[src/rtl/seqdet_pkg.sv]
// Shared state encoding, default widths and length-field sizing for the serial pattern detector.
package seqdet_pkg;
    localparam int PAT_W_DEF = 8;
    localparam int CNT_W_DEF = 8;

    typedef enum logic [1:0] {
        IDLE  = 2'd0,
        ARMED = 2'd1,
        DONE  = 2'd2
    } state_t;

    // Length field must hold the value PAT_W itself, hence the extra bit.
    function automatic int len_w(input int pat_w);
        return $clog2(pat_w) + 1;
    endfunction
endpackage

[src/rtl/seqdet_if.sv]
// Configuration, control, serial data and status bundle for the pattern detector.
// master = requester driving config/data, slave = detector.
interface seqdet_if #(
    parameter int PAT_W = seqdet_pkg::PAT_W_DEF,
    parameter int CNT_W = seqdet_pkg::CNT_W_DEF
);
    import seqdet_pkg::*;
    localparam int LEN_W = len_w(PAT_W);

    logic             cfg_valid;
    logic             cfg_ready;
    logic [PAT_W-1:0] cfg_pattern;
    logic [LEN_W-1:0] cfg_len;
    logic             cfg_overlap;
    logic [CNT_W-1:0] cfg_target;
    logic             start;
    logic             abort;
    logic             din_valid;
    logic             din;
    logic             busy;
    logic             hit;
    logic [CNT_W-1:0] match_cnt;
    logic             done;
    logic             timeout;

    modport master (
        output cfg_valid, cfg_pattern, cfg_len, cfg_overlap, cfg_target,
        output start, abort, din_valid, din,
        input  cfg_ready, busy, hit, match_cnt, done, timeout
    );

    modport slave (
        input  cfg_valid, cfg_pattern, cfg_len, cfg_overlap, cfg_target,
        input  start, abort, din_valid, din,
        output cfg_ready, busy, hit, match_cnt, done, timeout
    );
endinterface

[src/rtl/seqdet_core.sv]
// History shift register, saturating bit count and pattern compare; match is combinational on the bit being shifted.
// Latency 0 (match flags the current shift); no backpressure, shifts on every cycle with shift=1.
module seqdet_core #(
    parameter int  PAT_W = seqdet_pkg::PAT_W_DEF,
    localparam int LEN_W = seqdet_pkg::len_w(PAT_W)
) (
    input  logic             clk,
    input  logic             reset,
    input  logic             clear,
    input  logic             shift,
    input  logic             din,
    input  logic [PAT_W-1:0] pattern,
    input  logic [LEN_W-1:0] len,
    input  logic             overlap,
    output logic             match
);
    import seqdet_pkg::*;

    logic [PAT_W-1:0] history;
    logic [PAT_W-1:0] hist_next;
    logic [PAT_W-1:0] mask;
    logic [LEN_W-1:0] bit_cnt;
    logic [LEN_W-1:0] cnt_inc;

    always_comb begin
        hist_next = (history << 1) | PAT_W'(din);
        cnt_inc   = (bit_cnt >= len) ? len : bit_cnt + 1'b1;
        for (int i = 0; i < PAT_W; i++) begin
            mask[i] = (LEN_W'(i) < len);
        end
        match = (cnt_inc == len) && (((hist_next ^ pattern) & mask) == '0);
    end

    // Non-overlap restarts the count only; stale history is masked by the count.
    always_ff @(posedge clk or posedge reset) begin
        if (reset) begin
            history <= '0;
            bit_cnt <= '0;
        end else if (clear) begin
            history <= '0;
            bit_cnt <= '0;
        end else if (shift) begin
            history <= hist_next;
            bit_cnt <= (match && !overlap) ? '0 : cnt_inc;
        end
    end
endmodule

[src/rtl/seqdet_ctrl.sv]
// Serial pattern detector control: FSM, shadow config, match counter; hit/done one cycle after the sampling edge.
// cfg accepted only in IDLE (cfg_ready); din is never stalled. SEQDET_TIMEOUT_EN adds the idle-cycle timeout.
module seqdet_ctrl #(
    parameter int  PAT_W   = seqdet_pkg::PAT_W_DEF,
    parameter int  CNT_W   = seqdet_pkg::CNT_W_DEF,
    parameter int  TMO_CYC = 1000,
    localparam int LEN_W   = seqdet_pkg::len_w(PAT_W)
) (
    input logic     clk,
    input logic     reset,
    seqdet_if.slave bus
);
    import seqdet_pkg::*;

    localparam logic [LEN_W-1:0] LEN_MAX = LEN_W'(PAT_W);

    state_t           state, state_nxt;
    logic [PAT_W-1:0] sh_pattern;
    logic [LEN_W-1:0] sh_len;
    logic             sh_overlap;
    logic [CNT_W-1:0] sh_target;
    logic [CNT_W-1:0] cnt_q;
    logic             hit_q;
    logic             cfg_take, len_ok, arm, reached, proc, shift, core_match, hit_now;

    assign cfg_take = bus.cfg_valid && (state == IDLE);
    assign len_ok   = (sh_len != '0) && (sh_len <= LEN_MAX);
    assign arm      = (state == IDLE) && bus.start && !bus.cfg_valid && len_ok;
    assign reached  = (sh_target != '0) && (cnt_q == sh_target);
    // Once the target is reached the next cycle only moves to DONE; no further bits are consumed.
    assign proc     = (state == ARMED) && !bus.abort && !reached;
    assign shift    = proc && bus.din_valid;
    assign hit_now  = shift && core_match;

    seqdet_core #(.PAT_W(PAT_W)) u_core (
        .clk     (clk),
        .reset   (reset),
        .clear   (arm),
        .shift   (shift),
        .din     (bus.din),
        .pattern (sh_pattern),
        .len     (sh_len),
        .overlap (sh_overlap),
        .match   (core_match)
    );

`ifdef SEQDET_TIMEOUT_EN
    localparam int TMO_W = $clog2(TMO_CYC + 1);
    logic [TMO_W-1:0] tmo_cnt;
    logic             tmo_fire;
    logic             timeout_q;

    assign tmo_fire = proc && !hit_now && (tmo_cnt == TMO_W'(TMO_CYC - 1));

    always_ff @(posedge clk or posedge reset) begin
        if (reset) begin
            tmo_cnt   <= '0;
            timeout_q <= 1'b0;
        end else begin
            timeout_q <= tmo_fire;
            if (arm || hit_now) tmo_cnt <= '0;
            else if (state == ARMED) tmo_cnt <= tmo_cnt + 1'b1;
        end
    end

    assign bus.timeout = timeout_q;
`else
    // TMO_CYC has no role in this build; the output folds to constant 0.
    assign bus.timeout = (TMO_CYC < 0);
`endif

    always_comb begin
        state_nxt = state;
        case (state)
            IDLE: begin
                if (arm) state_nxt = ARMED;
            end
            ARMED: begin
                if (bus.abort) state_nxt = IDLE;
                else if (reached) state_nxt = DONE;
`ifdef SEQDET_TIMEOUT_EN
                else if (tmo_fire) state_nxt = IDLE;
`endif
            end
            DONE:    state_nxt = IDLE;
            default: state_nxt = IDLE;
        endcase
    end

    always_ff @(posedge clk or posedge reset) begin
        if (reset) state <= IDLE;
        else       state <= state_nxt;
    end

    always_ff @(posedge clk or posedge reset) begin
        if (reset) begin
            sh_pattern <= '0;
            sh_len     <= '0;
            sh_overlap <= 1'b0;
            sh_target  <= '0;
        end else if (cfg_take) begin
            sh_pattern <= bus.cfg_pattern;
            sh_len     <= bus.cfg_len;
            sh_overlap <= bus.cfg_overlap;
            sh_target  <= bus.cfg_target;
        end
    end

    always_ff @(posedge clk or posedge reset) begin
        if (reset) begin
            cnt_q <= '0;
            hit_q <= 1'b0;
        end else begin
            hit_q <= hit_now;
            if (arm) cnt_q <= '0;
            else if (hit_now && (cnt_q != '1)) cnt_q <= cnt_q + 1'b1;
        end
    end

    assign bus.cfg_ready = (state == IDLE);
    assign bus.busy      = (state == ARMED);
    assign bus.done      = (state == DONE);
    assign bus.hit       = hit_q;
    assign bus.match_cnt = cnt_q;
endmodule

[src/flat_wrapper.sv]
// flat-port wrapper written by rule: the top's interface ports become plain ports
module seqdet_ctrl_flat import seqdet_pkg::*;
#(
    parameter int  PAT_W   = seqdet_pkg::PAT_W_DEF,
    parameter int  CNT_W   = seqdet_pkg::CNT_W_DEF,
    parameter int  TMO_CYC = 1000,
    localparam int LEN_W   = seqdet_pkg::len_w(PAT_W)
)
  (clk, reset, bus_cfg_valid, bus_cfg_pattern, bus_cfg_len, bus_cfg_overlap, bus_cfg_target, bus_start, bus_abort, bus_din_valid, bus_din, bus_cfg_ready, bus_busy, bus_hit, bus_match_cnt, bus_done, bus_timeout);
  seqdet_if #(.PAT_W(PAT_W), .CNT_W(CNT_W)) bus_i ();
  input logic clk;
  input logic reset;
  input wire logic [$bits(bus_i.cfg_valid)-1:0] bus_cfg_valid;
  input wire logic [$bits(bus_i.cfg_pattern)-1:0] bus_cfg_pattern;
  input wire logic [$bits(bus_i.cfg_len)-1:0] bus_cfg_len;
  input wire logic [$bits(bus_i.cfg_overlap)-1:0] bus_cfg_overlap;
  input wire logic [$bits(bus_i.cfg_target)-1:0] bus_cfg_target;
  input wire logic [$bits(bus_i.start)-1:0] bus_start;
  input wire logic [$bits(bus_i.abort)-1:0] bus_abort;
  input wire logic [$bits(bus_i.din_valid)-1:0] bus_din_valid;
  input wire logic [$bits(bus_i.din)-1:0] bus_din;
  output wire logic [$bits(bus_i.cfg_ready)-1:0] bus_cfg_ready;
  output wire logic [$bits(bus_i.busy)-1:0] bus_busy;
  output wire logic [$bits(bus_i.hit)-1:0] bus_hit;
  output wire logic [$bits(bus_i.match_cnt)-1:0] bus_match_cnt;
  output wire logic [$bits(bus_i.done)-1:0] bus_done;
  output wire logic [$bits(bus_i.timeout)-1:0] bus_timeout;
  assign bus_i.cfg_valid = bus_cfg_valid;
  assign bus_i.cfg_pattern = bus_cfg_pattern;
  assign bus_i.cfg_len = bus_cfg_len;
  assign bus_i.cfg_overlap = bus_cfg_overlap;
  assign bus_i.cfg_target = bus_cfg_target;
  assign bus_i.start = bus_start;
  assign bus_i.abort = bus_abort;
  assign bus_i.din_valid = bus_din_valid;
  assign bus_i.din = bus_din;
  assign bus_cfg_ready = bus_i.cfg_ready;
  assign bus_busy = bus_i.busy;
  assign bus_hit = bus_i.hit;
  assign bus_match_cnt = bus_i.match_cnt;
  assign bus_done = bus_i.done;
  assign bus_timeout = bus_i.timeout;
  seqdet_ctrl #(.PAT_W(PAT_W), .CNT_W(CNT_W), .TMO_CYC(TMO_CYC)) u_core (.clk(clk), .reset(reset), .bus(bus_i));
endmodule
[config.mk]
export PLATFORM = sky130hd
export DESIGN_NAME = seqdet_ctrl_flat
export DESIGN_NICKNAME = d
export VERILOG_FILES = /design/src/rtl/seqdet_pkg.sv /design/src/rtl/seqdet_if.sv /design/src/rtl/seqdet_core.sv /design/src/rtl/seqdet_ctrl.sv /design/src/flat_wrapper.sv
export SDC_FILE = /design/constraint.sdc
export NUM_CORES = 1
export LEC_CHECK = 0
export BUFFER_PORTS_ARGS = -buffer_cell sky130_fd_sc_hd__buf_2
export CORE_MARGIN = 2
export CORE_UTILIZATION = 42
export DETAILED_ROUTE_END_ITERATION = 12
export PLACE_DENSITY_LB_ADDON = 0.08
export SETUP_SLACK_MARGIN = 0.1
export SLEW_MARGIN = 5
export SYNTH_ARGS = -nofsm -noshare
export SYNTH_HDL_FRONTEND = slang
export SYNTH_SLANG_ARGS = --single-unit
[constraint.sdc]
create_clock -name clk -period 6.4 [get_ports clk]
set_clock_uncertainty 0.15 [all_clocks]
set_input_delay 0.32 -clock clk [delete_from_list [all_inputs] [get_ports clk]]
set_output_delay 0.32 -clock clk [all_outputs]
set_load 0.01 [all_outputs]
======== Word level (Yosys, flattened, before mapping) ========
Cells that the tools add are included.
word-level totals
  bits in registers ....................... 43
  bits of input ports ..................... 28
  output and inout port bits .............. 13
  logic and storage cells ................. 67
cells by class
  add/sub/neg operators ................... 2
  $lt $le $gt $ge ......................... 10
  equality and inequality tests ........... 7
  multiplexer cells ....................... 12
  bitwise gates (word level) .............. 3
  reduce and logical (&&, ||, !) cells .... 24
operator list
  kind                                                                 number
  3-bit by 4-bit < comparator with 1-bit output, first input constant  4
  4-bit two-way mux                                                    4
  8-bit two-way mux                                                    2
  7-bit two-way mux                                                    2
  1-bit logical AND                                                    13
  8-bit by 1-bit adder with 8-bit output, second input constant        1
  8-bit bitwise AND                                                    1
  8-bit equality test                                                  1
  8-bit logical NOT                                                    1
  1-bit by 4-bit < comparator with 1-bit output, first input constant  2
  2-bit by 4-bit < comparator with 1-bit output, first input constant  2
  8-bit inequality test, second input constant                         1
  8-bit by 1-bit bitwise OR with 8-bit output                          1
  8-bit nonzero test                                                   1
  8-bit XOR                                                            1
  2-bit two-way mux                                                    3
  4-bit by 1-bit adder with 4-bit output, second input constant        1
  4-bit equality test                                                  1
  4-bit >= comparator                                                  1
  4-bit less-or-equal comparator, second input constant                1
  1-bit logical NOT                                                    4
  2-bit one-hot mux with 2 select lines                                1
  2-bit nonzero test                                                   2
  4-bit nonzero test                                                   1
  other kinds (6)                                                      6

======== Longest topological paths before layout ========
Gate-level depths: netlist of run 1.
  depth after elaboration ................. 9
  depth in mapped cells ................... 10
  depth with buffers taken out ............ 9

======== Cells and area by module ========
From an unflattened synthesis of run 1, not the netlist that was laid out.
unflattened totals
  cells, all modules ...................... 221
  area, all modules ....................... 2407.3 um^2
modules (own cells, without submodules)
  module       times used  cells each  area each (um^2)  seq. area each (um^2)
  seqdet_ctrl  1           124         1519.0            800.8
  seqdet_core  1           97          888.4             275.3

======== Worst setup path before layout of run 1 ========
Ideal clock, no wire load.
  kind .................................... register to register
  start ................................... reg u_core.u_core.bit_cnt[0]
  end ..................................... reg u_core.u_core.bit_cnt[3]
  library setup time ...................... 66 ps
  arrival ................................. 2158 ps
  required time ........................... 6184 ps
  setup slack ............................. 4026 ps
  cell stages (with the launch flop) ...... 11
  path buffers ............................ 1
  period minus slack after synthesis ...... 2374 ps
  cells stage by stage .................... dfrtp_1 -> inv_1 -> ha_1 -> nand2b_1 -> a21o_1 -> a21o_1 -> a21oi_1 -> clkbuf_1 -> inv_1 -> o41ai_1 -> a22o_1
between the ends
  longest elaborated chain between the ends .. 8
  elaborated cells on any way between the ends .. 9
  classes of those cells .................. 1 x add/sub; 1 x order compare; 1 x eq/ne; 4 x mux; 2 x reduce/logical
ends and longest elaborated chain
  item                                                                                  line               source
  start, declared                                                                       seqdet_core.sv:22  logic [LEN_W-1:0] bit_cnt;
  start signal, assigned                                                                seqdet_core.sv:44  bit_cnt <= (match && !overlap) ? '0 : cnt_inc;
  4-bit by 1-bit adder with 4-bit output / 4-bit >= comparator (equally long branches)  seqdet_core.sv:27  cnt_inc = (bit_cnt >= len) ? len : bit_cnt + 1'b1;
  4-bit two-way mux (*)                                                                 seqdet_core.sv:27
  4-bit equality test                                                                   seqdet_core.sv:31  match = (cnt_inc == len) && (((hist_next ^ pattern) & mask) == '0);
  1-bit logical AND                                                                     seqdet_core.sv:31
  1-bit logical AND                                                                     seqdet_core.sv:44
  4-bit two-way mux (*)                                                                 seqdet_core.sv:44
  4-bit two-way mux (*)                                                                 seqdet_core.sv:42  end else if (shift) begin
  4-bit two-way mux (*)                                                                 seqdet_core.sv:39  end else if (clear) begin
Mark *: on every way between the ends. The rest lies on a longest branch, timed or not. The select of a mux whose other input is x is not followed.
A chain may end at the register's enable or synchronous reset.

======== Worst setup path in the final report of run 1 ========
  start ................................... reg u_core.sh_target[3]
  end ..................................... reg u_core.cnt_q[4] (netlist: u_core.bus.match_cnt[4])
between the ends
  longest elaborated chain between the ends .. 8
  elaborated cells on any way between the ends .. 9
  classes of those cells .................. 1 x eq/ne; 8 x reduce/logical
ends and longest elaborated chain
  item                                                              line                source
  start, declared                                                   seqdet_ctrl.sv:21   logic [CNT_W-1:0] sh_target;
  start signal, assigned                                            seqdet_ctrl.sv:105  sh_target <= bus.cfg_target;
  8-bit equality test / 8-bit nonzero test (equally long branches)  seqdet_ctrl.sv:29   assign reached = (sh_target != '0) && (cnt_q == sh_target);
  1-bit logical AND (*)                                             seqdet_ctrl.sv:29
  1-bit logical NOT (*)                                             seqdet_ctrl.sv:31   assign proc = (state == ARMED) && !bus.abort && !reached;
  1-bit logical AND (*)                                             seqdet_ctrl.sv:31
  1-bit logical AND (*)                                             seqdet_ctrl.sv:32   assign shift = proc && bus.din_valid;
  1-bit logical AND (*)                                             seqdet_ctrl.sv:33   assign hit_now = shift && core_match;
  1-bit logical AND (*)                                             seqdet_ctrl.sv:116  else if (hit_now && (cnt_q != '1)) cnt_q <= cnt_q + 1'b1;
  2-bit nonzero test (no line) (*)                                  n/a
  end signal, assigned                                              seqdet_ctrl.sv:116
  end, declared                                                     seqdet_ctrl.sv:22   logic [CNT_W-1:0] cnt_q;
Mark *: on every way between the ends. The rest lies on a longest branch, timed or not.

==> results of run 1 <==
## cells in the mapped netlist, types with 2 or more instances
library cell and instances:
a22o_1 5, and3_4 2, clkbuf_1 5, nand3b_1 2, and3_1 3, xnor2_1 12
a21o_1 3, nand3_1 16, mux2_2 17, nor2_1 8, buf_4 2, dfrtp_1 43
nor3_1 4, o311ai_0 3, a21oi_1 5, inv_1 9, mux2i_1 3, buf_2 3
ha_1 6, o21ai_0 9, o41ai_1 4, nor2b_1 4, nand2b_1 4, xor2_1 10
nand2_1 28, nor4_1 4
## state kept, by name, summed over array words and instances, names as in the netlist
name and flops:
u_core.sh_len 4, u_core.sh_overlap 1, u_core.state 2, u_core.u_core.bit_cnt 4
u_core.sh_target 8, u_core.sh_pattern 8, u_core.bus.hit 1, u_core.u_core.history 7
u_core.bus.match_cnt 8
## logic make-up after synthesis
family,after synthesis
mux,20
xor+xnor,22
buf+inv,21
flops,43
simple gates,81
fa+ha+maj,7
compound gates,38
other cells,1
## routing by layer
| metal | up-vias | track usage (%) | share of wire, % |
|---|---|---|---|
| li1 | 897 | - | - |
| met1 | 865 | 26.23 | 50 |
| met2 | 40 | 26.75 | 45 |
| met3 | 7 | 3.523 | 4.0 |
| met4 | 0 | 5.172 | 1.2 |
| met5 | - | 0 | 0 |
## path summary, 6_finish.rpt
kind                                           from                       end  slack, ns  depth (start not counted)
max                             u_core.sh_target[3]   u_core.bus.match_cnt[4]       3.52                          7
min                                           reset      u_core.sh_pattern[5]      -0.01                          3
max reg2reg                     u_core.sh_target[3]   u_core.bus.match_cnt[4]       3.52                          7
min reg2reg                u_core.u_core.history[3]  u_core.u_core.history[4]       0.37                          2
max in group asynchronous                     reset          u_core.sh_len[1]       5.74                          3
min in group clk                     bus_cfg_len[0]          u_core.sh_len[0]       0.07                          3
## layout make-up
class	count	area share [%]
multi-input combinational	169	43.53
sequential	43	39.49
timing repair buffer	40	7.438
tap	72	3.306
clock buffer	5	2.525
clock inverter	3	2.479
inverter	9	1.240
## per-stage QoR
| step | cells | total power, mW |
|---|---|---|
| floorplan | 233 | 0.6279 |
| global placement | 333 | 0.6976 |
| detailed placement | 333 | 0.7015 |
| CTS | 341 | 0.9594 |
| global route | 341 | 1.019 |
| finish | 341 | 0.9486 |
## critical path, cell delays in order (launching register included)
cell	delay, ns
dfrtp_1	0.41
nor4_1	0.32
a21oi_1	0.14
o211ai_2	0.23
nand3_1	0.55
or3_1	0.56
or4_1	0.40
nand2_1	0.07
## power by group through the flow
stage / clock, mW / sequential, mW / combinational, mW
final: 0.255 / 0.391 / 0.303
after global routing: 0.276 / 0.401 / 0.343
after CTS: 0.263 / 0.391 / 0.306
after detailed placement: 0 / 0.396 / 0.305
after global placement: 0 / 0.395 / 0.302
after floorplan: 0 / 0.376 / 0.252
==> flow_summary.toml, run 1 <==
[status]
status = "finished with violations"
failed_checks = "negative hold slack"

[power_and_ir_drop]
leakagePower_nw = 1.293
power_frac_comb_pct = 31.9
p_sw_share_pct = 33.81
power.density_nw_per_um2 = 348.1
internal_power_uw = 627.8
power.switching_uw = 320.7
p_clk_share_pct = 26.9
peakVddDrop_uv = 166.9
seq_power_share_pct = 41.2

[synth]
yosysWarnings = 0
synth_xor_area_share_pct = 8.165
synth-seq-cells = 43
synth-adder-area-share_pct = 3.606
synth_nets = 267
synth.avg_cell_area_um2 = 10.13
synth_flop_cell = "dfrtp_1"
synth_top_area_cell = "dfrtp_1"
synth_area_um2 = 2360
synth-compound-area-share_pct = 11.51
yosys-top-cells-area = "dfrtp_1 (46%), mux2_2 (8.1%), nand2_1 (4.5%), xnor2_1 (4.5%), xor2_1 (3.7%)"
ys_types = 45
synth_top_family_by_area = "simple AND/OR/NAND/NOR gates"
async_reset_ff_share_pct = 100.0
yosysSeqAreaShare_pct = 45.60
synth_top_area_share_pct = 45.60
synth_mux_area_share_pct = 9.385
synth-simple-area-share_pct = 17.44
synth_edf_count = 0
synthCells = 233

[cts]
cts_buffers = 5
clockBufferDepth = 2
hold_buffers = 0
clock_latency_ns = 0.30
clk_pin_slew_ns = 0.09
post_cts_buffers = 0
cts_root_buf = "clkbuf_8"
cts_resized = 0
htree_levels = 2
cts_tree = "built"
cts.sinks = 43

[placement]
pre_cts_ws_ns = 3.551
io_buffers = 39
dpl.hpwl_um = 3620
place_congestion = 0.8034
place_area_um2 = 2589

[floorplan]
die_y_um = 78.96
die_area_um2 = 6234
start_util_pct = 43.12
core-area_um2 = 5473
die-width_um = 78.96
num_rows = 27
ios = 41

[sta]
slew_headroom_pct = 30.15
fin_crit_ns = 2.883
worst_slack_ns = 3.517
drv_slew = 0
setup_tns_ns = 0
worst_hold_slack_ns = -0.01083
worstMarginPinSlew_ns = 1.048
hold_viol = 15
clock.fmax_ghz = 0.3469
fin_crit_sh_pct = 45.04
setup_viol = 0
rsz0062_at_grt = "no"

[critical_path]
critPathKind = "reg -> reg"
crit_fanout = 20
cp.arrival_ns = 2.97
crit_path_start_kind = "flop"
endpoint_kind = "flop"
cp.required_ns = 6.49

[global_routing]
grt_pass1_vias = 1721
antenna_found_initial = 0
grt_usage_pct = 17.83
grt_overflow = 0
grt_pass1_wl_um = 8652
grt_max_degree = 44

[layout]
final_cell_area_um2 = 2725
multi_input_area_um2 = 1186
nets = 302
final_core_util_pct = 49.79
diodes = 0
regArea_um2 = 1076
area_growth_pct = 15.48
layout_commonest_cell = "dfrtp_1"
num-fill-cells = 541
final_cell_mix = "dfrtp_1 (43), buf_2 (39), nand2_1 (28)"
drive_gt1_share_pct = 25.28

[route]
wire_per_inst_um = 14.77
vias = 1809
vias_per_cell = 5.305
drt_iter0_drc = 139
dr.pass1.iters = 5
remaining_drc_errors = 0
final_antenna_net_count = 0
wirelength_um = 5038

[hold_path]
hold_path.class = "in -> async"

[job]
maxCapViolations = 0
No activity file was read; power rests on OpenSTA's default activity.
==> run 2: changes to the inputs <==
- ABC_AREA: default -> 1
- clock period: 6.4 -> 2.7 ns (I/O delays scaled with it)
==> run 2 against run 1 <==
Against the previous run: the flow now finishes without violations; largest power group unchanged; highest routed layer unchanged; global-route usage is 1.1 points higher; largest cell class unchanged; wire length is 5.4% higher; worst hold slack better by 0.17 ns; synthesized cell count is 28% higher; area after synthesis is 3.8% higher; die area is 3.6% higher; sequential share of layout area is 4.4 points lower; first-iteration DRC count is 2.2% higher.
==> flow_summary.toml, run 2 <==
[route]
drt_iter0_drc = 142
remaining_drc_errors = 0
final_antenna_net_count = 0
vias_per_cell = 4.718
wirelength_um = 5309
dr.pass1.iters = 4
wire_per_inst_um = 12.09
vias = 2071

[synth]
synth_top_area_cell = "dfrtp_1"
synth_top_area_share_pct = 43.94
synth.avg_cell_area_um2 = 8.189
synth_edf_count = 0
async_reset_ff_share_pct = 100.0
synth_flop_cell = "dfrtp_1"
yosysWarnings = 0
synth_area_um2 = 2449
synth_nets = 333
synthCells = 299
yosysSeqAreaShare_pct = 43.94
yosys-top-cells-area = "dfrtp_1 (44%), nand2_1 (10%), nand3_1 (5.5%), inv_1 (5.1%), nor2_1 (4.4%)"
ys_types = 33
yosys-top-cells-count = "nand2_1 (68), dfrtp_1 (43), inv_1 (33)"
yosys.cell_count.top_type = "nand2_1"
synth-seq-cells = 43

[critical_path]
path_common_cell = "nand2_1"
endpoint_kind = "flop"
r2r_setup_slack_ns = 0.41
cp.arrival_ns = 2.34
cp.required_ns = 2.75
slowest_delay_ns = 0.43
cp_slowest_cell = "dfrtp_1"
r2r_cells = 11
crit_fanout = 9
critPathKind = "reg -> reg"
rr_endpoint = "u_core.bus.match_cnt[7]"
path_cells = "inv_2 -> ha_1 -> a21oi_1 -> a21boi_2 -> nand2_1 -> nand2_1 -> nor2_4 -> nand4_4 -> nand2_4 -> nand2_1 -> nand2_1"
crit_path_start_kind = "flop"
rr_startpoint = "u_core.sh_len[3]"

[cts]
clockBufferDepth = 2
hold_buffers = 24
cts.sinks = 43
cts_buffers = 5
clk_pin_slew_ns = 0.08
cts_resized = 0
clock_latency_ns = 0.30
htree_levels = 2
cts_root_buf = "clkbuf_8"
cts_tree = "built"
post_cts_buffers = 0

[hold_path]
min_to = "u_core.bus.match_cnt[4]"
hold_path.class = "in -> reg"
min-delay-start = "bus_cfg_valid"
min_path_cells = 7

[global_routing]
grt_max_degree = 26
antenna_found_initial = 0
grt_usage_pct = 18.95
grt_pass1_wl_um = 9411
grt_pass1_vias = 2075
grt_overflow = 0

[layout]
num-fill-cells = 541
final_core_util_pct = 55.02
regArea_um2 = 1076
diodes = 0
drive_gt1_share_pct = 21.25
final_cell_mix = "nand2_1 (68), dfrtp_1 (43), buf_2 (39)"
layout_commonest_cell = "nand2_1"
multi_input_area_um2 = 1201
nets = 400
area_growth_pct = 25.24
final_cell_area_um2 = 3067

[power_and_ir_drop]
p_sw_share_pct = 35.91
peakVddDrop_uv = 412.6
internal_power_mw = 1.247
seq_power_share_pct = 44.2
p_clk_share_pct = 23.9
power.density_nw_per_um2 = 634.4
leakagePower_nw = 1.555
power_frac_comb_pct = 31.9
p_total_mw = 1.946
power.switching_uw = 698.6

[floorplan]
die-width_um = 80.36
die_y_um = 80.36
die_area_um2 = 6457
num_rows = 27
core-area_um2 = 5574
start_util_pct = 43.93
ios = 41

[sta]
setup_tns_ns = 0
worst_slack_ns = 0.4128
worstMarginPinSlew_ns = 0.9345
setup_viol = 0
drv_slew = 0
slew_headroom_pct = 37.31
rsz0062_at_grt = "no"
fin_crit_sh_pct = 84.71
clock.fmax_ghz = 0.4372
hold_viol = 0
fin_crit_ns = 2.287

[placement]
io_buffers = 39
place_area_um2 = 2723
place_congestion = 0.8171
pre_cts_ws_ns = 0.4459
dpl.hpwl_um = 3876

[status]
status = "complete, no violations"

[job]
maxCapViolations = 0
run 2: cell count changes in the layout (fill, tap and decap cells not counted), moves of 5 or more:
cell,delta
dlygate4sd3_1,+24
a22o_1,-5
mux2_2,-9
nand2_1,+40
nor2_1,+21
o21ai_1,+5
inv_1,+23
nand3_1,+11
a21oi_1,+11
run 2: per-layer routing:
metal / vias to the layer above / global-route usage (%) / part of all wire (%)
li1: 1093 / - / -
met1: 932 / 26.45 / 51
met2: 37 / 29.17 / 44
met3: 9 / 3.708 / 3.3
met4: 0 / 6.949 / 1.8
met5: - / 0 / 0
run 2: cell type report:
class,instances,share of cell area (%)
Multi-Input combinational cell,213,39.17
Clock buffer,7,3.142
Tap cell,72,2.938
Timing Repair Buffer,65,14.69
Clock inverter,1,0.2448
Inverter,38,4.733
Sequential cell,43,35.09
run 2: worst max path at each step:
stage                                          to  cells past startpoint  slack, ns        startpoint
final                     u_core.bus.match_cnt[7]                     11       0.41  u_core.sh_len[3]
after global routing      u_core.bus.match_cnt[3]                     11       0.22  u_core.sh_len[3]
after CTS                 u_core.bus.match_cnt[0]                     11       0.43  u_core.sh_len[3]
after detailed placement  u_core.bus.match_cnt[0]                     11       0.45  u_core.sh_len[3]
after global placement    u_core.bus.match_cnt[3]                     11       0.50  u_core.sh_len[3]
after floorplan           u_core.bus.match_cnt[0]                     11       0.69  u_core.sh_len[3]
run 2: cell families after synthesis:
logic type                 synth area share, %
buffers and inverters                    7.000
muxes                                    3.679
xor gates and xnor gates                 5.723
DFF                                      43.94
adders and majority gates                3.066
and+or+nand+nor                          27.70
other                                   0.1531
AOI/OAI and AO/OA                        8.738
run 2: worst max-delay path, delay by kind of cell (launching register included):
family / cells / cell delay (ns)
and+or+nand+nor: 7 / 0.56
buffers and inverters: 1 / 0.14
DFF: 1 / 0.43
AOI/OAI and AO/OA: 2 / 0.62
adders and majority gates: 1 / 0.26
run 2: metrics by stage:
step | hold WS, ns | std cells
6_report | 0.1600 | 439
5_1_grt | 0.1823 | 439
4_1_cts | 0.1439 | 439
3_5_place_dp | 0.1134 | 407
3_3_place_gp | 0.1074 | 407
2_1_floorplan | 0.05602 | 299
run 2: power by group through the flow:
stage	combinational, mW	sequential [mW]	clock, mW
after floorplan	0.475	0.841	0
after global placement	0.596	0.869	0
after detailed placement	0.596	0.872	0
after CTS	0.626	0.859	0.478
after global routing	0.721	0.880	0.515
final	0.621	0.859	0.465
